==> config.mk <==
export PLATFORM = sky130hd
export DESIGN_NAME = h14tx_island_scheduler
export DESIGN_NICKNAME = d
export VERILOG_FILES = /design/src/rtl/h14tx_island_scheduler.sv
export SDC_FILE = /design/constraint.sdc
export NUM_CORES = 1
export LEC_CHECK = 0
export CORE_AREA = 4 4 490 492
export CTS_BUF_LIST = sky130_fd_sc_hd__clkbuf_4 sky130_fd_sc_hd__clkbuf_8
export CTS_CLUSTER_SIZE = 30
export DETAILED_ROUTE_END_ITERATION = 8
export DIE_AREA = 0 0 494 496
export PLACE_DENSITY = 0.34
export RECOVER_POWER = 100
export SLEW_MARGIN = 0
export SYNTH_ARGS = -nofsm -noshare
export SYNTH_HDL_FRONTEND = slang
export SYNTH_SLANG_ARGS = --single-unit
==> constraint.sdc <==
create_clock -name clk -period 18 [get_ports clk]
set_input_delay 1.8 -clock clk [delete_from_list [all_inputs] [get_ports clk]]
set_output_delay 1.8 -clock clk [all_outputs]
set_load 0.02 [all_outputs]
==> src/rtl/h14tx_island_scheduler.sv <==
// rtl/h14tx_island_scheduler.sv - HDMI 1.4 data-island sequencer and packet-source arbiter
//
// Places data islands inside blanking, drives the preamble/guard/data-period flags and
// shares one packet assembler among NUM_SRC round-robin packet sources.
//
// Ports:
//   clk, rst        pixel clock, asynchronous active-high reset
//   en              allow new islands (an island already started always completes)
//   de              video data enable; rising inside an island aborts it
//   blank_left      cycles until de next rises (meaningful while de = 0)
//   src_req         per-source level request, held until src_ack
//   src_header      per-source 24-bit header, slot i at [24*i +: 24]
//   src_sub         per-source 4 x 56-bit subpackets, sub k of src i at [224*i+56*k +: 56]
//   src_ack         one-cycle capture pulse to the winning source
//   header, sub     registered packet contents for the assembler, sub k at [56*k +: 56]
//   di_preamble     island preamble period
//   di_guard        leading or trailing island guard band
//   di_active       packet data period
//   pkt_first       high on cycle 0 of each packet
//   counter         cycle index within the packet, 0..31
//   abort           one-cycle pulse when an island is killed by de

module h14tx_island_scheduler #(
    parameter int NUM_SRC    = 4,
    parameter int MAX_PKTS   = 18,
    parameter int VID_MARGIN = 12,
    parameter int CTRL_MIN   = 12
) (
    input  logic                   clk,
    input  logic                   rst,
    input  logic                   en,
    input  logic                   de,
    input  logic [11:0]            blank_left,
    input  logic [NUM_SRC-1:0]     src_req,
    input  logic [NUM_SRC*24-1:0]  src_header,
    input  logic [NUM_SRC*224-1:0] src_sub,
    output logic [NUM_SRC-1:0]     src_ack,
    output logic [23:0]            header,
    output logic [223:0]           sub,
    output logic                   di_preamble,
    output logic                   di_guard,
    output logic                   di_active,
    output logic                   pkt_first,
    output logic [4:0]             counter,
    output logic                   abort
);

    localparam int RW = (NUM_SRC > 1) ? $clog2(NUM_SRC) : 1;

    // Whole island (preamble + guard + one packet + guard) plus the video margin must fit
    // to start; a further packet only needs packet + trailing guard + margin.
    localparam logic [11:0] START_NEED = 12'(8 + 2 + 32 + 2 + VID_MARGIN);
    localparam logic [11:0] CONT_NEED  = 12'(32 + 2 + VID_MARGIN);
    localparam logic [4:0]  MAX_P      = 5'(MAX_PKTS);
    localparam logic [7:0]  CTRL_SAT   = 8'(CTRL_MIN);

    typedef enum logic [2:0] {
        S_IDLE,
        S_PRE,
        S_LGUARD,
        S_PKT,
        S_TGUARD
    } state_t;

    state_t          state_q, state_d;
    logic [4:0]      cnt_q, cnt_d;
    logic [4:0]      pkts_q, pkts_d;
    logic [RW-1:0]   rr_q, rr_d;
    logic [7:0]      ctrl_q, ctrl_d;
    logic [23:0]     header_q, header_d;
    logic [223:0]    sub_q, sub_d;
    logic            pre_q, pre_d;
    logic            guard_q, guard_d;
    logic            active_q, active_d;
    logic            first_q, first_d;
    logic [4:0]      counter_q, counter_d;
    logic            abort_q, abort_d;

    logic            capture;
    logic            found;
    logic [RW-1:0]   win;
    logic [RW-1:0]   rr_next;
    logic [23:0]     sel_header;
    logic [223:0]    sel_sub;

    // Round-robin: first requester at or above the pointer, else wrap to the lowest one.
    always_comb begin
        found = 1'b0;
        win   = '0;
        for (int i = 0; i < NUM_SRC; i++) begin
            if (!found && src_req[i] && (i >= int'(rr_q))) begin
                found = 1'b1;
                win   = RW'(i);
            end
        end
        for (int i = 0; i < NUM_SRC; i++) begin
            if (!found && src_req[i]) begin
                found = 1'b1;
                win   = RW'(i);
            end
        end
    end

    always_comb begin
        sel_header = '0;
        sel_sub    = '0;
        for (int i = 0; i < NUM_SRC; i++) begin
            if (int'(win) == i) begin
                sel_header = src_header[24*i +: 24];
                sel_sub    = src_sub[224*i +: 224];
            end
        end
    end

    always_comb begin
        if (int'(win) == NUM_SRC - 1) begin
            rr_next = '0;
        end else begin
            rr_next = win + RW'(1);
        end
    end

    always_comb begin
        src_ack = '0;
        for (int i = 0; i < NUM_SRC; i++) begin
            src_ack[i] = capture && found && (int'(win) == i);
        end
    end

    always_comb begin
        state_d  = state_q;
        cnt_d    = cnt_q;
        pkts_d   = pkts_q;
        rr_d     = rr_q;
        header_d = header_q;
        sub_d    = sub_q;
        capture  = 1'b0;
        abort_d  = 1'b0;

        // Control-period length seen so far; only idle, non-video cycles count.
        if (de || (state_q != S_IDLE)) begin
            ctrl_d = '0;
        end else if (ctrl_q != CTRL_SAT) begin
            ctrl_d = ctrl_q + 8'd1;
        end else begin
            ctrl_d = ctrl_q;
        end

        case (state_q)
            S_IDLE: begin
                if (en && !de && (ctrl_q == CTRL_SAT) && (|src_req) &&
                    (blank_left >= START_NEED)) begin
                    state_d = S_PRE;
                    cnt_d   = '0;
                end
            end
            S_PRE: begin
                if (cnt_q == 5'd7) begin
                    state_d = S_LGUARD;
                    cnt_d   = '0;
                end else begin
                    cnt_d = cnt_q + 5'd1;
                end
            end
            S_LGUARD: begin
                if (cnt_q == 5'd1) begin
                    capture = 1'b1;
                    state_d = S_PKT;
                    cnt_d   = '0;
                    pkts_d  = 5'd1;
                end else begin
                    cnt_d = cnt_q + 5'd1;
                end
            end
            S_PKT: begin
                if (cnt_q == 5'd31) begin
                    if ((pkts_q < MAX_P) && (|src_req) && !de &&
                        (blank_left >= CONT_NEED)) begin
                        capture = 1'b1;
                        cnt_d   = '0;
                        pkts_d  = pkts_q + 5'd1;
                    end else begin
                        state_d = S_TGUARD;
                        cnt_d   = '0;
                    end
                end else begin
                    cnt_d = cnt_q + 5'd1;
                end
            end
            S_TGUARD: begin
                if (cnt_q == 5'd1) begin
                    state_d = S_IDLE;
                    cnt_d   = '0;
                end else begin
                    cnt_d = cnt_q + 5'd1;
                end
            end
            default: begin
                state_d = S_IDLE;
                cnt_d   = '0;
            end
        endcase

        // Video starting inside an island overrides everything, including a pending capture.
        if ((state_q != S_IDLE) && de) begin
            state_d = S_IDLE;
            cnt_d   = '0;
            capture = 1'b0;
            abort_d = 1'b1;
        end

        if (capture) begin
            header_d = found ? sel_header : '0;
            sub_d    = found ? sel_sub : '0;
            rr_d     = found ? rr_next : rr_q;
        end

        pre_d     = (state_d == S_PRE);
        guard_d   = (state_d == S_LGUARD) || (state_d == S_TGUARD);
        active_d  = (state_d == S_PKT);
        first_d   = (state_d == S_PKT) && (cnt_d == 5'd0);
        counter_d = (state_d == S_PKT) ? cnt_d : 5'd0;
    end

    always_ff @(posedge clk or posedge rst) begin
        if (rst) begin
            state_q   <= S_IDLE;
            cnt_q     <= '0;
            pkts_q    <= '0;
            rr_q      <= '0;
            ctrl_q    <= '0;
            header_q  <= '0;
            sub_q     <= '0;
            pre_q     <= 1'b0;
            guard_q   <= 1'b0;
            active_q  <= 1'b0;
            first_q   <= 1'b0;
            counter_q <= '0;
            abort_q   <= 1'b0;
        end else begin
            state_q   <= state_d;
            cnt_q     <= cnt_d;
            pkts_q    <= pkts_d;
            rr_q      <= rr_d;
            ctrl_q    <= ctrl_d;
            header_q  <= header_d;
            sub_q     <= sub_d;
            pre_q     <= pre_d;
            guard_q   <= guard_d;
            active_q  <= active_d;
            first_q   <= first_d;
            counter_q <= counter_d;
            abort_q   <= abort_d;
        end
    end

    assign header      = header_q;
    assign sub         = sub_q;
    assign di_preamble = pre_q;
    assign di_guard    = guard_q;
    assign di_active   = active_q;
    assign pkt_first   = first_q;
    assign counter     = counter_q;
    assign abort       = abort_q;

endmodule

# ---- Yosys cells after proc, flatten, opt, wreduce, memory -nomap -nowiden
# Index checks and enable logic that the tools add are counted.
# Widths: inputs -> output; s select.
dict set report classes {
  bitwise_logic 0
  n_div 0
  mul 0
  mux 53
  n_shift 0
  order_cmp 6
  n_reduce_logical 44
  eq_ne 19
  addsub 4
}
# op count
set op_table {}
lappend op_table {{$mux 224} 5}
lappend op_table {{$mux 24} 5}
lappend op_table {{$mux 5} 9}
lappend op_table {{$ge 12x6->1 const B} 2}
lappend op_table {{$logic_and 1x1->1} 24}
lappend op_table {{$mux 3} 7}
lappend op_table {{$pmux 5 s4} 1}
lappend op_table {{$mux 8} 2}
lappend op_table {{$pmux 3 s5} 1}
lappend op_table {{$mux 1} 14}
lappend op_table {{$mux 2} 7}
lappend op_table {{$eq 3x2->1 const B} 4}
lappend op_table {{$add 5x1->5 const B} 2}
lappend op_table {{$pmux 5 s2} 1}
lappend op_table {{$add 8x1->8 const B} 1}
lappend op_table {{$eq 8x4->1 const B} 1}
lappend op_table {{$logic_not 1->1} 8}
lappend op_table {{$ne 8x4->1 const B} 1}
lappend op_table {{$eq 3x1->1 const B} 2}
lappend op_table {{$eq 3x3->1 const B} 2}
lappend op_table {{$ne 2x2->1 const B} 3}
lappend op_table {{$eq 5x1->1 const B} 1}
lappend op_table {{$eq 5x3->1 const B} 1}
lappend op_table {{$eq 5x5->1 const B} 1}
lappend op_table {{17 further kinds} 21}
dict set report word_totals {
  mem_count 0
  latch_bits 0
  register_bits 281
  wordCells 139
  mem_bits_ro 0
  ram_bits 0
}

# ---- Depth between registers and ports, before layout
dict set report depth {
  depth_word 32
  depth_mapped 16
  mapped_depth_nobuf 12
}

# ---- Least setup slack after synthesis
# Ideal clock, no wire load.
dict set report synth_timing {
  kind {in2out}
  start {in blank_left[8]}
  end {out src_ack[0]}
  t_arrival_ps 3624
  stages 9
  slack_ps 12576
  n_path_buf 3
  required_ps 16200
  path_cell_list {or4_4 a2111oi_4 nor3_2 nor2_4 nor2_1 buf_6 buf_6 buf_6 and2_1}
}
dict set report synth_via {
  elab_chain_cells 8
}
# element line
set synth_rtl {}
lappend synth_rtl {{from (decl)} 33} ;# input logic [11:0] blank_left,
lappend synth_rtl {{$ge 12x6->1} 178} ;# (blank_left >= CONT_NEED)) begin
lappend synth_rtl {{$logic_and 1x1->1} 177} ;# if ((pkts_q < MAX_P) && (|src_req) && !de &&
lappend synth_rtl {{$mux 1} 177}
lappend synth_rtl {{$mux 1} 176} ;# if (cnt_q == 5'd31) begin
lappend synth_rtl {{$pmux 1 s2} 149} ;# case (state_q)
lappend synth_rtl {{$mux 1} 205} ;# if ((state_q != S_IDLE) && de) begin
lappend synth_rtl {{$logic_and 1x1->1 (2 in a row)} 126} ;# src_ack[i] = capture && found && (int'(win) == i);
lappend synth_rtl {{to (decl)} 37} ;# output logic [NUM_SRC-1:0] src_ack,
# Every way passes these cells.

# ---- Worst setup path in the final report
dict set report layout_timing {
  start {in src_req[0]}
  end {reg sub_q[29] (netlist: sub[29])}
}
dict set report layout_via {
  elab_chain_cells 31
}
# element line
set layout_rtl {}
lappend layout_rtl {{from (decl)} 34} ;# input logic [NUM_SRC-1:0] src_req,
lappend layout_rtl {{$logic_and 1x1->1} 91} ;# if (!found && src_req[i] && (i >= int'(rr_q))) begin
lappend layout_rtl {{$mux 1} 91}
lappend layout_rtl {{$logic_not 1->1} 91}
lappend layout_rtl {{$logic_and 1x1->1 (2 in a row)} 91}
lappend layout_rtl {{$mux 1} 91}
lappend layout_rtl {{$logic_not 1->1} 91}
lappend layout_rtl {{$logic_and 1x1->1 (2 in a row)} 91}
lappend layout_rtl {{$mux 1} 91}
lappend layout_rtl {{[10 not listed]} --}
lappend layout_rtl {{$logic_and 1x1->1} 97} ;# if (!found && src_req[i]) begin
lappend layout_rtl {{$mux 1} 97}
lappend layout_rtl {{$logic_not 1->1} 97}
lappend layout_rtl {{$logic_and 1x1->1} 97}
lappend layout_rtl {{$mux 2} 97}
lappend layout_rtl {{$logic_not 2->1} 108} ;# if (int'(win) == i) begin
lappend layout_rtl {{$mux 224 (4 in a row)} 108}
lappend layout_rtl {{$mux 224} 214} ;# sub_d = found ? sel_sub : '0;
lappend layout_rtl {{to (signal assigned)} 247} ;# sub_q <= sub_d;
lappend layout_rtl {{to (decl)} 71} ;# logic [223:0] sub_q, sub_d;
# Several ways; a longest one is shown, not always the timed one.
# A chain may end at the register's enable or synchronous reset.

==> metrics.md <==
| Metric | Value |
|---|---|
| Status | `finished, violations left` |
| Failing checks | `max-capacitance violations, max-slew violations` |
| Total GRT Usage | `about an eighth` |
| Finish-stage setup viols | `0` |
| First DRT Iteration DRCs | `1242` |
| Cell variety after synth | `between 50 and 60` |
| Die Y | `between 400 and 500 um` |
| Initial Utilization | `7.43%` |
| Count leader, synth | `dfrtp_1` |
| Final period util | `between 60% and 70%` |
| Slew Limit Fails | `a little over 700` |
| Final Instance Area | `around 0.035 mm^2` |
| Vias | `around 22000` |
| Arr. time, crit path | `approximately 12 ns` |
| Clock latency on the worst-skew pair | `slightly below 0.8 ns` |
| Pwr Density | `~130 mW/mm^2` |
| Slew margin rel. | `-310%` |
| Share of layout cells above drive strength 1 | `approximately 4.7%` |
| Final GP Congestion | `~0.85` |
| Syn Area/Cell | `approximately 8 um^2` |
| Fin crit period | `roughly 11 ns` |
| Final worst slack | `a little over 7 ns` |
| Reg clk slew, reported paths | `roughly 0.06 ns` |
| CP Class | `input pin to register` |
| Cts bufs inserted | `69` |
| Initial antenna violation count | `82` |
| Synth top area share | `about two fifths` |
| Worst min path class | `register to register` |
| EDFF count, synth | `0` |
| Worst slew pin tran | `between 6 and 7 ns` |
| Crit path cell chain | `dlygate4sd3_1 -> or4_1 -> nand3_1 -> nor3_1 -> nor2_4 -> nor2_1 -> clkbuf_1 -> clkbuf_1 -> clkbuf_1 -> a22o_1` |
| Fin nets | `roughly 4300` |
| Setup TNS | `0 ns` |
| WL final | `around 160000 um` |
| Num rows | `roughly 180` |
| #FFs+latches synth | `~280` |
| Largest net degree at the start of global routing | `roughly 130` |
| CP dominant cell by count | `clkbuf_1` |
| Top FF cell, synth | `dfrtp_1` |
| WP buf/inv | `4` |
| Maximum fanout along the worst path | `between 60 and 70` |
| Vias in the first global route | `about 23000` |
| Root Driver | `clkbuf_8` |
| Total gr overflow | `0` |
| Syn_nets | `about 3200` |
| Unrepaired setup endpoints after global routing | `false` |
| Core area | `about 0.24 mm^2` |
| Static Leakage | `about 14 nW` |
| Pre-CTS setup slack | `about 11 ns` |
| Count of buffers from port buffering | `1272` |
| WL/cell | `roughly 25 um` |
| Drt first pass iters | `5` |
| Multi-input gate area | `about 0.0094 mm^2` |
| CP endpoint kind | `register` |
| Synth warn | `0` |
| Gate Count Post-Synth | `2162` |
| Setup bufs post-CTS | `0` |
| Maximum vdd drop | `approximately 0.054 mV` |
| Post-cts resize count | `0` |
| Via density per instance | `3.36` |
| CTS Buffer Depth | `3` |
| Post-synth top cells | `dfrtp_1 (281), nor2_1 (276), nand2_1 (260)` |
| CP max stage cell | `clkbuf_1` |
| Clock sink count | `~280` |
| Dpl cell area | `0.0336 mm^2` |
| CTS tree | `done` |
| Sequential element share of the synthesized area | `around two fifths` |
| Die Wd | `494 um` |
| Hold_buf cts | `0` |
| Synthesized area | `~0.017 mm^2` |
| Fin. Hold Viols | `0` |
| Area leader, netlist | `dfrtp_1` |
| Fmax achieved | `approximately 91 MHz` |
| R2R setup slack | `just under 8 ns` |
| First-pass GRT wire length | `around 210000 um` |
| CP top delay family | `buffers and inverters` |
| # fillers | `27000` |
| Worst Setup Start Kind | `input pin` |
| Layout Skew | `roughly 0.064 ns` |
| Hpwl dp | `136000 um` |
| Tot Pwr | `~0.0045 W` |
| Synth top area cells | `dfrtp_1 (40%), a22o_1 (12%), a22oi_1 (11%), a21oi_1 (7.4%), o21ai_0 (7.3%)` |
| I/O Pins | `between 1000 and 1500` |
| H-tree levels | `3` |
| Register area | `~0.0070 mm^2` |
| Post-route antenna net violation count | `0` |
| Worst EP required | `roughly 19 ns` |
| Hold WS | `between 0.4 and 0.5 ns` |
| Die footprint | `approximately 0.25 mm^2` |
| DRC | `0` |
| Area growth, synth to finish | `101%` |
| Worst path max stage delay | `around 2.6 ns` |
| Max-capacitance violation count | `13` |
| Async S/R FF share, synth | `100%` |
layer usage:
| layer | wire length, um | global-route usage, % | up-vias |
|---|---|---|---|
| li1 | - | - | 10400 |
| met1 | 63800 | 14.4 | 10300 |
| met2 | 79100 | 21.6 | 1061 |
| met3 | 15200 | 4.83 | 204 |
| met4 | 4110 | 3.59 | 30 |
| met5 | 187 | 0 | - |
power breakdown:
group          switching, W  internal (W)
clock network      0.000393      0.000530
registers          0.000141      0.000845
logic               0.00165      0.000961
cells by family (layout without fill, tap and decap cells):
kind of cell	Yosys count	after routing	synth area share [%]
mux	3	3	0.179
flops	281	281	40.2
buf+inv	237	1446	5.85
simple gates	587	587	13.5
compound gates	1036	1036	39.2
xor+xnor	8	8	0.401
other cells	0	26	0
fa+ha+maj	10	10	0.716
sequential cells by signal, summed over array words and instances (netlist names):
signal       cells
pkts_q           5
di_preamble      1
rr_q             2
pkt_first        1
counter          5
abort            1
state_q          3
header          24
cnt_q            5
di_guard         1
sub            224
di_active        1
ctrl_q           8
cell type report:
type / instances / share of cell area, %
Antenna cell: 26 / 0.185
Clock inverter: 14 / 0.713
Tap cell: 3150 / 11.2
Multi-Input combinational cell: 1644 / 26.9
Clock buffer: 104 / 3.67
Sequential cell: 281 / 20.0
Timing Repair Buffer: 1317 / 37.1
Inverter: 11 / 0.121
path summary, 6_finish.rpt:
path	cells past startpoint	end	startpoint
hold reg to reg	1	sub[132]$_DFFE_PP0P_	sub[132]$_DFFE_PP0P_
setup / recovery	10	sub[29]$_DFFE_PP0P_	src_req[0]
max in group asynchronous	3	sub[114]$_DFFE_PP0P_	rst
min in group asynchronous	2	sub[62]$_DFFE_PP0P_	rst
setup reg to reg	11	sub[29]$_DFFE_PP0P_	cnt_q[0]$_DFF_PP0_
hold / removal	1	sub[132]$_DFFE_PP0P_	sub[132]$_DFFE_PP0P_
stage by stage:
stage	std cells	util [%]
floorplan	2162	-
global placement	6403	14.3
detailed placement	6403	14.3
CTS	6521	14.9
global route	6538	14.9
finish	6547	14.9
cell usage in the layout, fill, tap and decap left out, types with 4 or more instances in the layout:
cell,instances
a21oi_1,258
nand2_1,260
nand3_1,9
diode_2,26
clkinv_8,4
inv_1,9
a211oi_1,4
nor3_1,4
dlygate4sd3_1,265
xor2_1,7
a22oi_1,247
nor2_1,276
clkdlybuf4s50_1,1007
a22o_1,249
clkbuf_8,81
buf_4,28
dfrtp_1,281
and3_1,4
clkbuf_1,16
ha_1,8
and2_1,6
clkbuf_4,23
bufinv_16,5
o21ai_0,254
Note: power is estimated with default switching activity, not from simulation.
